$ cat config.mk
export PLATFORM = sky130hd
export DESIGN_NAME = relu_maxpool2
export DESIGN_NICKNAME = d
export VERILOG_FILES = /design/src/rtl/conv_pkg.sv /design/src/rtl/maxpool_linebuf.sv /design/src/rtl/relu_maxpool2.sv
export SDC_FILE = /design/constraint.sdc
export NUM_CORES = 1
export LEC_CHECK = 0
export CAP_MARGIN = 20
export CORE_ASPECT_RATIO = 0.6
export CORE_UTILIZATION = 35
export CTS_CLUSTER_SIZE = 28
export DETAILED_ROUTE_END_ITERATION = 16
export GPL_ROUTABILITY_DRIVEN = 1
export PLACE_DENSITY = 0.48
export SETUP_SLACK_MARGIN = 0.1
export SLEW_MARGIN = 40
export SYNTH_ARGS = -nofsm -noshare
export SYNTH_HDL_FRONTEND = slang
export SYNTH_SLANG_ARGS = --single-unit
$ cat constraint.sdc
create_clock -name clock -period 11.33 [get_ports clock]
set_input_delay 2.266 -clock clock [delete_from_list [all_inputs] [get_ports clock]]
set_output_delay 2.266 -clock clock [all_outputs]
set_load 0.005 [all_outputs]
$ cat src/rtl/conv_pkg.sv
// Shared pixel type, signed helpers and pooling FSM states for the conv pipeline.
package conv_pkg;

   localparam int unsigned PIX_W = 16;

   typedef logic signed [PIX_W-1:0] pix_t;

   typedef enum logic {RUN, LAST} pool_state_t;

   function automatic pix_t pix_max(input pix_t a, input pix_t b);
      return (a > b) ? a : b;
   endfunction

   function automatic pix_t pix_relu(input pix_t a);
      return a[PIX_W-1] ? '0 : a;
   endfunction

endpackage

$ cat src/rtl/maxpool_linebuf.sv
// Half-width line buffer holding the horizontal pair maxima of the previous even row.
module maxpool_linebuf #(
   parameter int DEPTH = 49,
   parameter int W     = 16,
   parameter int AW    = 6
)(
   input  logic          clock,
   input  logic          i_we,
   input  logic [AW-1:0] i_waddr,
   input  logic [W-1:0]  i_wdata,
   input  logic [AW-1:0] i_raddr,
   output logic [W-1:0]  o_rdata
);

   logic [W-1:0] r_mem [DEPTH];

   always_ff @(posedge clock) begin
      if (i_we) r_mem[i_waddr] <= i_wdata;
   end

   assign o_rdata = r_mem[i_raddr];

endmodule

$ cat src/rtl/relu_maxpool2.sv
// Streaming ReLU + 2x2/stride-2 max-pool over a raster-ordered conv2 feature map.
module relu_maxpool2
   import conv_pkg::*;
#(
   parameter int SIZE      = 100,
   parameter int SIZEKer   = 3,
   parameter int WIDTH_BIT = PIX_W,
   parameter int RELU_EN   = 1
)(
   input  logic                        clock,
   input  logic                        nreset,
   input  logic                        in_valid,
   output logic                        in_ready,
   input  logic signed [WIDTH_BIT-1:0] in_data,
   output logic                        out_valid,
   input  logic                        out_ready,
   output logic signed [WIDTH_BIT-1:0] out_data,
   output logic                        out_last,
   output logic                        done
);

   localparam int IN_SIZE = SIZE - SIZEKer + 1;
   localparam int POOL_W  = IN_SIZE / 2;
   localparam int CW      = (IN_SIZE > 1) ? $clog2(IN_SIZE) : 1;
   localparam int AW      = (POOL_W > 1) ? $clog2(POOL_W) : 1;
   localparam logic [CW-1:0] LAST_IDX = CW'(IN_SIZE - 1);
   localparam logic [CW-1:0] POOL_END = CW'(2 * POOL_W - 1);
   localparam bit ODD_IN = (IN_SIZE % 2) != 0;

   logic [CW-1:0] r_row, r_col;
   pix_t          r_pair, r_out_data;
   logic          r_out_valid, r_done;
   pool_state_t   r_state, w_next_state;

   logic          w_in_ready, w_accept, w_out_take, w_in_pool;
   logic          w_lb_we, w_produce, w_frame_end, w_done_set;
   pix_t          w_x, w_m, w_lb_rd;

   assign w_out_take = r_out_valid && out_ready;
   assign w_in_ready = !r_out_valid || out_ready;
   assign w_accept   = in_valid && w_in_ready;
   assign w_x        = (RELU_EN != 0) ? pix_relu(in_data) : in_data;
   assign w_m        = pix_max(r_pair, w_x);
   // With an odd map side the trailing row and column never complete a 2x2 window
   assign w_in_pool  = !ODD_IN || ((r_row != LAST_IDX) && (r_col != LAST_IDX));
   assign w_lb_we    = w_accept && w_in_pool && !r_row[0] && r_col[0];
   assign w_produce  = w_accept && w_in_pool && r_row[0] && r_col[0];
   assign w_frame_end = (r_row == POOL_END) && (r_col == POOL_END);

   maxpool_linebuf #(
      .DEPTH (POOL_W),
      .W     (WIDTH_BIT),
      .AW    (AW)
   ) u_linebuf (
      .clock   (clock),
      .i_we    (w_lb_we),
      .i_waddr (AW'(r_col >> 1)),
      .i_wdata (w_m),
      .i_raddr (AW'(r_col >> 1)),
      .o_rdata (w_lb_rd)
   );

   always_ff @(posedge clock or negedge nreset) begin
      if (!nreset) begin
         r_row  <= '0;
         r_col  <= '0;
         r_pair <= '0;
      end else if (w_accept) begin
         if (!r_col[0]) r_pair <= w_x;
         if (r_col == LAST_IDX) begin
            r_col <= '0;
            r_row <= (r_row == LAST_IDX) ? '0 : r_row + CW'(1);
         end else begin
            r_col <= r_col + CW'(1);
         end
      end
   end

   always_ff @(posedge clock or negedge nreset) begin
      if (!nreset) begin
         r_out_valid <= 1'b0;
         r_out_data  <= '0;
      end else if (w_produce) begin
         r_out_valid <= 1'b1;
         r_out_data  <= pix_max(w_lb_rd, w_m);
      end else if (w_out_take) begin
         r_out_valid <= 1'b0;
      end
   end

   always_ff @(posedge clock or negedge nreset) begin
      if (!nreset) begin
         r_state <= RUN;
         r_done  <= 1'b0;
      end else begin
         r_state <= w_next_state;
         r_done  <= w_done_set;
      end
   end

   always_comb begin
      w_next_state = r_state;
      case (r_state)
         RUN:     if (w_produce && w_frame_end) w_next_state = LAST;
         LAST:    if (w_out_take && !(w_produce && w_frame_end)) w_next_state = RUN;
         default: w_next_state = RUN;
      endcase
   end

   always_comb begin
      w_done_set = (r_state == LAST) && w_out_take;
      out_last   = (r_state == LAST) && r_out_valid;
   end

   assign in_ready  = w_in_ready;
   assign out_valid = r_out_valid;
   assign out_data  = r_out_data;
   assign done      = r_done;

endmodule
# Word level (Yosys, flattened, before mapping)
# Memory sizes are Yosys's and may differ from the RTL's.
# Cells that the tools add are included.
[classes]
n_addsub = 2
reduce_logical = 18
shifts = 0
n_lt_le_gt_ge = 2
muxes = 12
eq_ne = 2
bitwise = 2
n_div = 0
mul = 0
[ops]
columns = ["cell", "n"]
rows = [
  ["16-bit greater-than comparator", 2],
  ["16-bit two-way mux", 2],
  ["15-bit two-way mux", 1],
  ["7-bit by 1-bit adder with 7-bit output (second input constant)", 2],
  ["7-bit == test (second input constant)", 2],
  ["7-bit two-way mux", 2],
  ["1-bit logical AND", 11],
  ["1-bit two-way mux", 6],
  ["2-bit AND reduction", 2],
  ["1-bit logical NOT", 3],
  ["1-bit NOT", 2],
  ["1-bit one-hot mux with 2 select lines", 1],
  ["2-bit nonzero test", 1],
  ["1-bit logical OR", 1],
]
[totals]
latchBits = 0
ram_bits = 784
register_bits = 49
romBits = 0
in_bits = 20
n_memories = 1
[mem_list]
columns = ["memory", "words", "width", "rd", "rd_clocked_by_memory_dff", "wr", "line_no", "rtl"]
rows = [
  ["u_linebuf.r_mem", 49, 16, 1, 0, 1, "maxpool_linebuf.sv:15", "logic [W-1:0] r_mem [DEPTH];"],
]

# Depth between registers and ports, before layout
# Gate-level depths: netlist of the first run.
[logic_depth]
depth_word = 10
mapped_depth = 20

# Modules after synthesis
# From an unflattened synthesis of the first run, not the netlist that was laid out.
[unflattened]
cells_unflattened = 1658
area_unflattened_um2 = 33286.9
[modules_own_cells]
columns = ["module", "n_inst", "seq_area_each_um2", "area_each_um2", "cells_per_inst"]
rows = [
  ["maxpool_linebuf", 1, 23542.6, 30190.2, 1327],
  ["relu_maxpool2", 1, 1201.2, 3096.7, 331],
]

# Least setup slack after synthesis of the first run
# Ideal clock, no wire load.
[synth_timing]
path_kind = "in2reg"
start = "in in_data[15]"
end = "reg r_out_data[10] (netlist: out_data[10])"
setup_slack_ns = 4.883
arrival_ns = 6.357
cell_stages = 20
required_time_ns = 11.239
n_path_buf = 4
path_cell_list = "clkbuf_1 > nor2b_1 > inv_1 > ha_1 > a211o_1 > o211ai_1 > a2111oi_2 > a22oi_2 > buf_4 > mux2i_1 > inv_1 > ha_1 > nor2b_1 > o21ai_0 > a21boi_0 > o31a_1 > or2_2 > clkbuf_1 > clkbuf_1 > o221ai_1"
[synth_between]
elab_chain_cells = 5
[synth_lines]
columns = ["item", "line_no", "rtl"]
rows = [
  ["from (decl)", "relu_maxpool2.sv:14", "input logic signed [WIDTH_BIT-1:0] in_data,"],
  ["15-bit two-way mux *", "conv_pkg.sv:15", "return a[PIX_W-1] ? '0 : a;"],
  ["16-bit greater-than comparator", "conv_pkg.sv:11", "return (a > b) ? a : b;"],
  ["16-bit two-way mux *", "conv_pkg.sv:11", ""],
  ["via u_linebuf.i_wdata[0]", "maxpool_linebuf.sv:10", "input logic [W-1:0] i_wdata,"],
  ["16-bit greater-than comparator *", "conv_pkg.sv:11", ""],
  ["16-bit two-way mux *", "conv_pkg.sv:11", ""],
  ["to (signal assigned)", "relu_maxpool2.sv:85", "r_out_data <= pix_max(w_lb_rd, w_m);"],
  ["to (decl)", "relu_maxpool2.sv:31", "pix_t r_pair, r_out_data;"],
]
# Mark *: on every way through the listed nets, which the timed path passes. The rest lies on a longest branch.
# A chain may end at the register's enable or synchronous reset.

# Worst setup path after layout of the first run
[layout_timing]
start = "in in_data[15]"
end = "reg r_out_data[5] (netlist: out_data[5])"
[layout_between]
elab_chain_cells = 5
[layout_lines]
columns = ["item", "line_no"]
rows = [
  ["15-bit two-way mux *", "conv_pkg.sv:15"],
  ["16-bit greater-than comparator", "conv_pkg.sv:11"],
  ["16-bit two-way mux *", "conv_pkg.sv:11"],
  ["16-bit greater-than comparator", "conv_pkg.sv:11"],
  ["16-bit two-way mux *", "conv_pkg.sv:11"],
]
# Mark *: on every way between the ends. The rest lies on a longest branch, timed or not.

==> summary.txt, run 1 <==
Setup path
  – WS Path Type: input pin to flop
  – R2R depth: 15
  – Slowest cell on crit path: clkdlybuf4s50_1
  – Crit path max fanout: 15
  – Worst EP required: 11,880 ps
  – Max incr delay on CP: 700 ps
  – Worst Path Buf+Inv: 2
  – Cell Chain, Critical Path: clkdlybuf4s50_1 > nor2b_1 > inv_1 > ha_1 > nand4_1 > nor4_1 > a21oi_1 > a22oi_2 > mux2i_1 > ha_1 > nand4_1 > nor4_1 > a21boi_0 > o31a_1 > nand2b_1 > o221ai_1
  – Startpoint types: input pin
  – Worst path depth: 16
  – Critical Path Sink Type: flop
  – Arrival @ worst endpoint: 7690 ps
  – CP delay by family, top: simple AND/OR/NAND/NOR gates

Die
  – Ports: 40
  – Core Region: 0.0903 mm²
  – Die width: 393 µm
  – Die area: 0.0930 mm²
  – Die height: 237 µm
  – Cell Rows: 85
  – Initial Util: 35.6%

Timing
  – Hold WS: 494 ps
  – Clock skew: 14.9 ps
  – Fin crit share: 63.1%
  – Post-route minimum period: 7140 ps
  – Measured slew at the worst slew-check pin: 939 ps
  – Fmax: 140 MHz
  – Final Slew Violations: 0
  – Count of final hold-check violations: 0
  – Setup-failing EPs final: 0
  – Slew headroom: 37.4%
  – Setup TNS: 0 ps
  – Unrepaired setup endpoints after global routing: false

Worst hold path
  – Hold Crit Class: flop to flop
  – Worst Hold Depth: 1

Route
  – DRT Wirelength: 106 mm
  – Highest metal used: met4
  – DRT iter0 DRCs: 2,449
  – Antenna Nets Post-Route: 0
  – Remaining DRCs: 0
  – Met3 Wirelength: 10.5 mm
  – Via-per-instance ratio: 5.81
  – M1 WL: 50.8 mm
  – DR WL/cell: 32.0 µm
  – Via count: 19,204
  – TritonRoute pass-1 iters: 5
  – Met2 routed WL: 42.6 mm

Synth
  – Post-synth EDFFs: 735
  – Sequential area share after synthesis: 72.4%
  – Synth Instances: 1,943
  – YS warnings: 0
  – FFs w/ async S/R, synth: 6.01%
  – Syn nets: 1,997
  – Syn avg cell area: 16.5 µm²
  – Post-synth cell types: 83
  – Synth Register Bits: 782
  – Mapped Area: 0.0321 mm²
  – Top_reg_cell synth: edfxtp_1

Pwr
  – Design Power: 9.37 mW
  – Peak supply drop: 0.000140 V
  – Leakage power: 12.2 nW
  – Cell Pwr Density: 257 mW/mm²

Final layout
  – Multi-input logic area: 0.00809 mm²
  – Post-route cell area: 0.0364 mm²
  – FF/Latch Area: 0.0233 mm²
  – Area growth syn-to-layout: 13.5%
  – Share of post-route cells with drive strength above 1: 18.4%
  – Fill count: 8,179
  – NumNets Final: 2,086

Clocking
  – CTS buffer count: 72
  – Skew-Pair Late Insertion Delay: 650 ps
  – H-Tree Level Count: 3
  – CTS tree: built
  – Clk buf depth: 3
  – CTS root buf: clkbuf_16
  – Sink Count: 782
  – CTS Hold Buffers Added: 0
  – Worst-path clk slew: 60 ps
  – Postcts setup bufs: 0
  – Cts repair resizes: 0

Global routing
  – GR Overflow Total: 0
  – Vias in the first global route: 18,386
  – Total GRT Usage: 22.8%
  – Initial antenna violation count: 3
  – First-pass GRT wire length: 148 mm
  – Largest net degree at the start of global routing: 72

Place
  – Placer congestion estimate: 0.872
  – Hpwl dp: 64.7 mm
  – Port bufs: 38
  – Post-DP Area: 0.0342 mm²

Flow run
  – Max-cap violations: 0

Run status
  – Outcome: finished clean
[cell type report]
class | instances | area share (%)
Antenna cell | 1 | 0.00687
Clock buffer | 83 | 5.23
Clock inverter | 45 | 0.803
Inverter | 49 | 0.512
Multi-Input combinational cell | 985 | 22.2
Sequential cell | 782 | 63.8
Tap cell | 1218 | 4.18
Timing Repair Buffer | 142 | 3.23
[worst reg2reg max path, cell delays in order (launching register included)]
cell and delay, ps:
dfrtp_4 880, buf_4 670, inv_2 460, buf_4 430
a32o_1 400, a311oi_1 430, o22ai_1 220, nor4b_2 670
inv_1 120, ha_1 340, nand4_1 190, nor4_1 670
a21boi_0 300, o31a_1 180, nand2b_1 390, o221ai_1 360
[state kept, by name, summed over array words and instances (netlist names)]
signal / flops
done: 1
out_data: 15
out_valid: 1
r_col: 7
r_pair: 15
r_row: 7
r_state: 1
u_linebuf.r_mem: 735
[final timing paths]
check	startpoint	end	slack, ps
setup / recovery	in_data[15]	out_data[5]	4190
hold / removal	r_row[6]	r_row[6]	490
setup reg to reg	r_col[1]	out_data[5]	4530
hold reg to reg	r_row[6]	r_row[6]	490
max in group asynchronous	nreset	r_col[1]	9070
min in group asynchronous	nreset	r_row[1]	1740
[cells in the mapped netlist, types with 10 or more instances]
library cell    n  area share (%)
o21ai_0        40            0.62
a22o_1         18            0.49
nand3_1        20            0.31
o22ai_1        17            0.33
buf_2          51            0.79
buf_6          13            0.46
a31oi_1        14            0.27
a22oi_1        61             1.4
o221ai_1       27            0.74
nand2_1        79            0.92
a21oi_1        35            0.55
inv_1          46            0.54
a221oi_1       59             1.6
buf_4          18            0.42
nor2b_1        28            0.55
dfrtp_1        47             3.7
and3_1         15            0.29
nand3b_1       10            0.23
mux2_2         92             3.2
edfxtp_1      735              69
o31ai_1        11            0.26
clkbuf_1       40            0.47
a21o_1         10            0.23
o2bb2ai_1      12            0.33
ha_1           34             1.3
mux2i_1       116             3.6
nor2_1         96             1.1
a221o_1        28            0.87
mux4_2         28             2.0
[routing by layer]
layer | vias up | track usage, %
met4 | 0 | 5.06
met1 | 10227 | 36.3
met5 | - | 0
li1 | 7978 | -
met3 | 121 | 6.08
met2 | 878 | 30.4
[stage by stage]
step           setup slack [ps]  utilization (%)  instances
2_1_floorplan              4880                -       1943
3_3_place_gp               3630             37.8       3173
3_5_place_dp               3670             37.9       3175
4_1_cts                    4370             40.3       3303
5_1_grt                    3820             40.4       3304
6_report                   4190             40.4       3305
[where the power goes]
group          internal (mW)  total, mW  switching [mW]
registers               3.44       3.58           0.143
logic                   1.05       3.43            2.38
clock network           1.28       2.36            1.09
total                   5.77       9.37            3.61
[cells in the final DEF, fill, tap and decap left out, types with 44 or more instances in the layout]
cell       count
a221oi_1      59
a22oi_1       61
buf_4        100
clkbuf_16     75
dfrtp_1       44
edfxtp_1     735
mux2_2        92
mux2i_1      116
nand2_1       79
nor2_1        92
[cells by family (layout without fill, tap and decap cells)]
logic type	after synthesis	in the layout	synth area share [%]
flops	782	782	72.4
compound gates	391	391	9.42
simple gates	316	316	5.02
mux	241	241	9.00
buf+inv	176	319	2.77
fa+ha+maj	34	34	1.32
xor+xnor	2	2	0.0546
other cells	1	2	0.0117
Note: power is estimated with default switching activity, not from simulation.
==> inputs of run 2 (changes only) <==
==> constraint.sdc (replaced) <==
create_clock -name clock -period 7.4 [get_ports clock]
set_input_delay 1.48 -clock clock [delete_from_list [all_inputs] [get_ports clock]]
set_output_delay 1.48 -clock clock [all_outputs]
set_load 0.005 [all_outputs]
==> run 2 against run 1 <==
Die area unchanged. Sequential cell count stayed put. Combinational power is 53% higher. Critical path depth up 1. Routed wire length is 1.0% lower.
==> summary.txt, run 2 (synthesis gave the netlist of run 1 again) <==
Clocking
  – CTS tree: built
  – Sink Count: 782
  – H-Tree Level Count: 3
  – Cts repair resizes: 0
  – CTS buffer count: 72
  – Skew-Pair Late Insertion Delay: 660 ps
  – CTS root buf: clkbuf_16
  – CTS Hold Buffers Added: 0
  – Clk buf depth: 3
  – Worst-path clk slew: 60 ps
  – Postcts setup bufs: 0

Setup path
  – Arrival @ worst endpoint: 6720 ps
  – Crit path max fanout: 15
  – Cell Chain, Critical Path: clkdlybuf4s50_1 > nor2b_1 > inv_1 > ha_1 > nand4_1 > nor4_1 > a21oi_1 > a22oi_2 > buf_6 > mux2i_1 > ha_1 > nand4_1 > nor4_1 > a21boi_0 > o31a_1 > nand2b_1 > o221ai_1
  – Startpoint types: input pin
  – Worst Path Buf+Inv: 3
  – Worst EP required: 7950 ps
  – R2R depth: 14
  – CP delay by family, top: simple AND/OR/NAND/NOR gates
  – Max incr delay on CP: 730 ps
  – WS Path Type: input pin to flop
  – Critical Path Sink Type: flop
  – Slowest cell on crit path: clkdlybuf4s50_1
  – Worst path depth: 17

Timing
  – Count of final hold-check violations: 0
  – Final Slew Violations: 0
  – Final WS setup: 1220 ps
  – Unrepaired setup endpoints after global routing: false
  – Measured slew at the worst slew-check pin: 892 ps
  – Fmax: 162 MHz
  – Setup TNS: 0 ps
  – Post-route minimum period: 6180 ps
  – Hold WS: 495 ps
  – Setup-failing EPs final: 0
  – Clock skew: 19.2 ps
  – Slew headroom: 40.5%
  – Fin crit share: 83.5%

Route
  – Antenna Nets Post-Route: 0
  – DRT Wirelength: 105 mm
  – Via-per-instance ratio: 5.72
  – TritonRoute pass-1 iters: 5
  – DRT iter0 DRCs: 2,553
  – Remaining DRCs: 0
  – DR WL/cell: 31.6 µm
  – Via count: 18,948

Final layout
  – NumNets Final: 2,092
  – Area growth syn-to-layout: 13.7%
  – Share of post-route cells with drive strength above 1: 18.3%
  – Max reg flops: 735
  – Post-route insts no fill: 3,310
  – Commonest cells after routing, fill and taps aside: edfxtp_1 (735), mux2i_1 (116), buf_4 (101)
  – Fill count: 8,176
  – Multi-input logic area: 0.00809 mm²
  – FF/Latch Area: 0.0233 mm²
  – Commonest non-fill, non-tap cell in the layout: edfxtp_1
  – Biggest register: u_linebuf.r_mem

Worst hold path
  – Worst Hold Depth: 1
  – Hold Crit Class: flop to flop

Pwr
  – Cell Pwr Density: 394 mW/mm²
  – Leakage power: 12.2 nW
  – Design Power: 14.4 mW
  – Peak supply drop: 0.000194 V

Die
  – Die height: 237 µm
  – Core Region: 0.0903 mm²
  – Die width: 393 µm
  – Initial Util: 35.6%
  – Die area: 0.0930 mm²
  – Cell Rows: 85
  – Ports: 40

Place
  – Hpwl dp: 64.7 mm
  – Pre-CTS setup slack: 490 ps
  – Placer congestion estimate: 0.864
  – DP Cell Count: 3,180
  – Port bufs: 38

Global routing
  – Vias in the first global route: 18,234
  – First-pass GRT wire length: 146 mm
  – Initial antenna violation count: 10
  – GR Overflow Total: 0
  – Largest net degree at the start of global routing: 60
  – Total GRT Usage: 22.6%

Run status
  – Outcome: finished clean

Flow run
  – Max-cap violations: 0
## run 2: changes by cell type in the layout (fill, tap and decap cells not counted), moves of 3 or more
| cell | delta |
|---|---|
| clkbuf_1 | +18 |
| clkinv_1 | -11 |
| clkinv_2 | -8 |
| buf_12 | +5 |
| nor2_2 | -3 |
## run 2: stage by stage
step                cell area (µm²)  utilization [%]
global route                  36500             40.4
floorplan                     32100                -
CTS                           36500             40.4
detailed placement            34300             38.0
global placement              34300             37.9
finish                        36500             40.4
## run 2: path summary, 6_finish.rpt
kind | start | to | slack, ps
setup / recovery | in_data[15] | out_data[13] | 1220
max in group asynchronous | nreset | r_col[2] | 5910
min in group asynchronous | nreset | r_col[0] | 960
hold / removal | r_row[6] | r_row[6] | 500
setup reg to reg | r_col[2] | out_data[13] | 1470
hold reg to reg | r_row[6] | r_row[6] | 500
## run 2: routing by layer
layer / GRT usage [%] / vias to the layer above / share of wire (%)
met5: 0 / - / 0.0096
met4: 6.25 / 2 / 2.4
met3: 8.42 / 137 / 11
met2: 29.2 / 845 / 39
met1: 34.6 / 9981 / 47
li1: - / 7983 / -
## run 2: area by class of cell
| cell class | count | share of cell area (%) |
|---|---|---|
| tap | 1218 | 4.17 |
| timing repair buffer | 148 | 3.50 |
| clock buffer | 103 | 5.48 |
| sequential | 782 | 63.7 |
| clock inverter | 24 | 0.493 |
| inverter | 49 | 0.504 |
| antenna | 1 | 0.00685 |
| multi-input combinational | 985 | 22.2 |
## run 2: power breakdown
part	internal [mW]	switching (mW)
sequential	5.26	0.267
clock	1.96	1.67
combinational	1.66	3.58
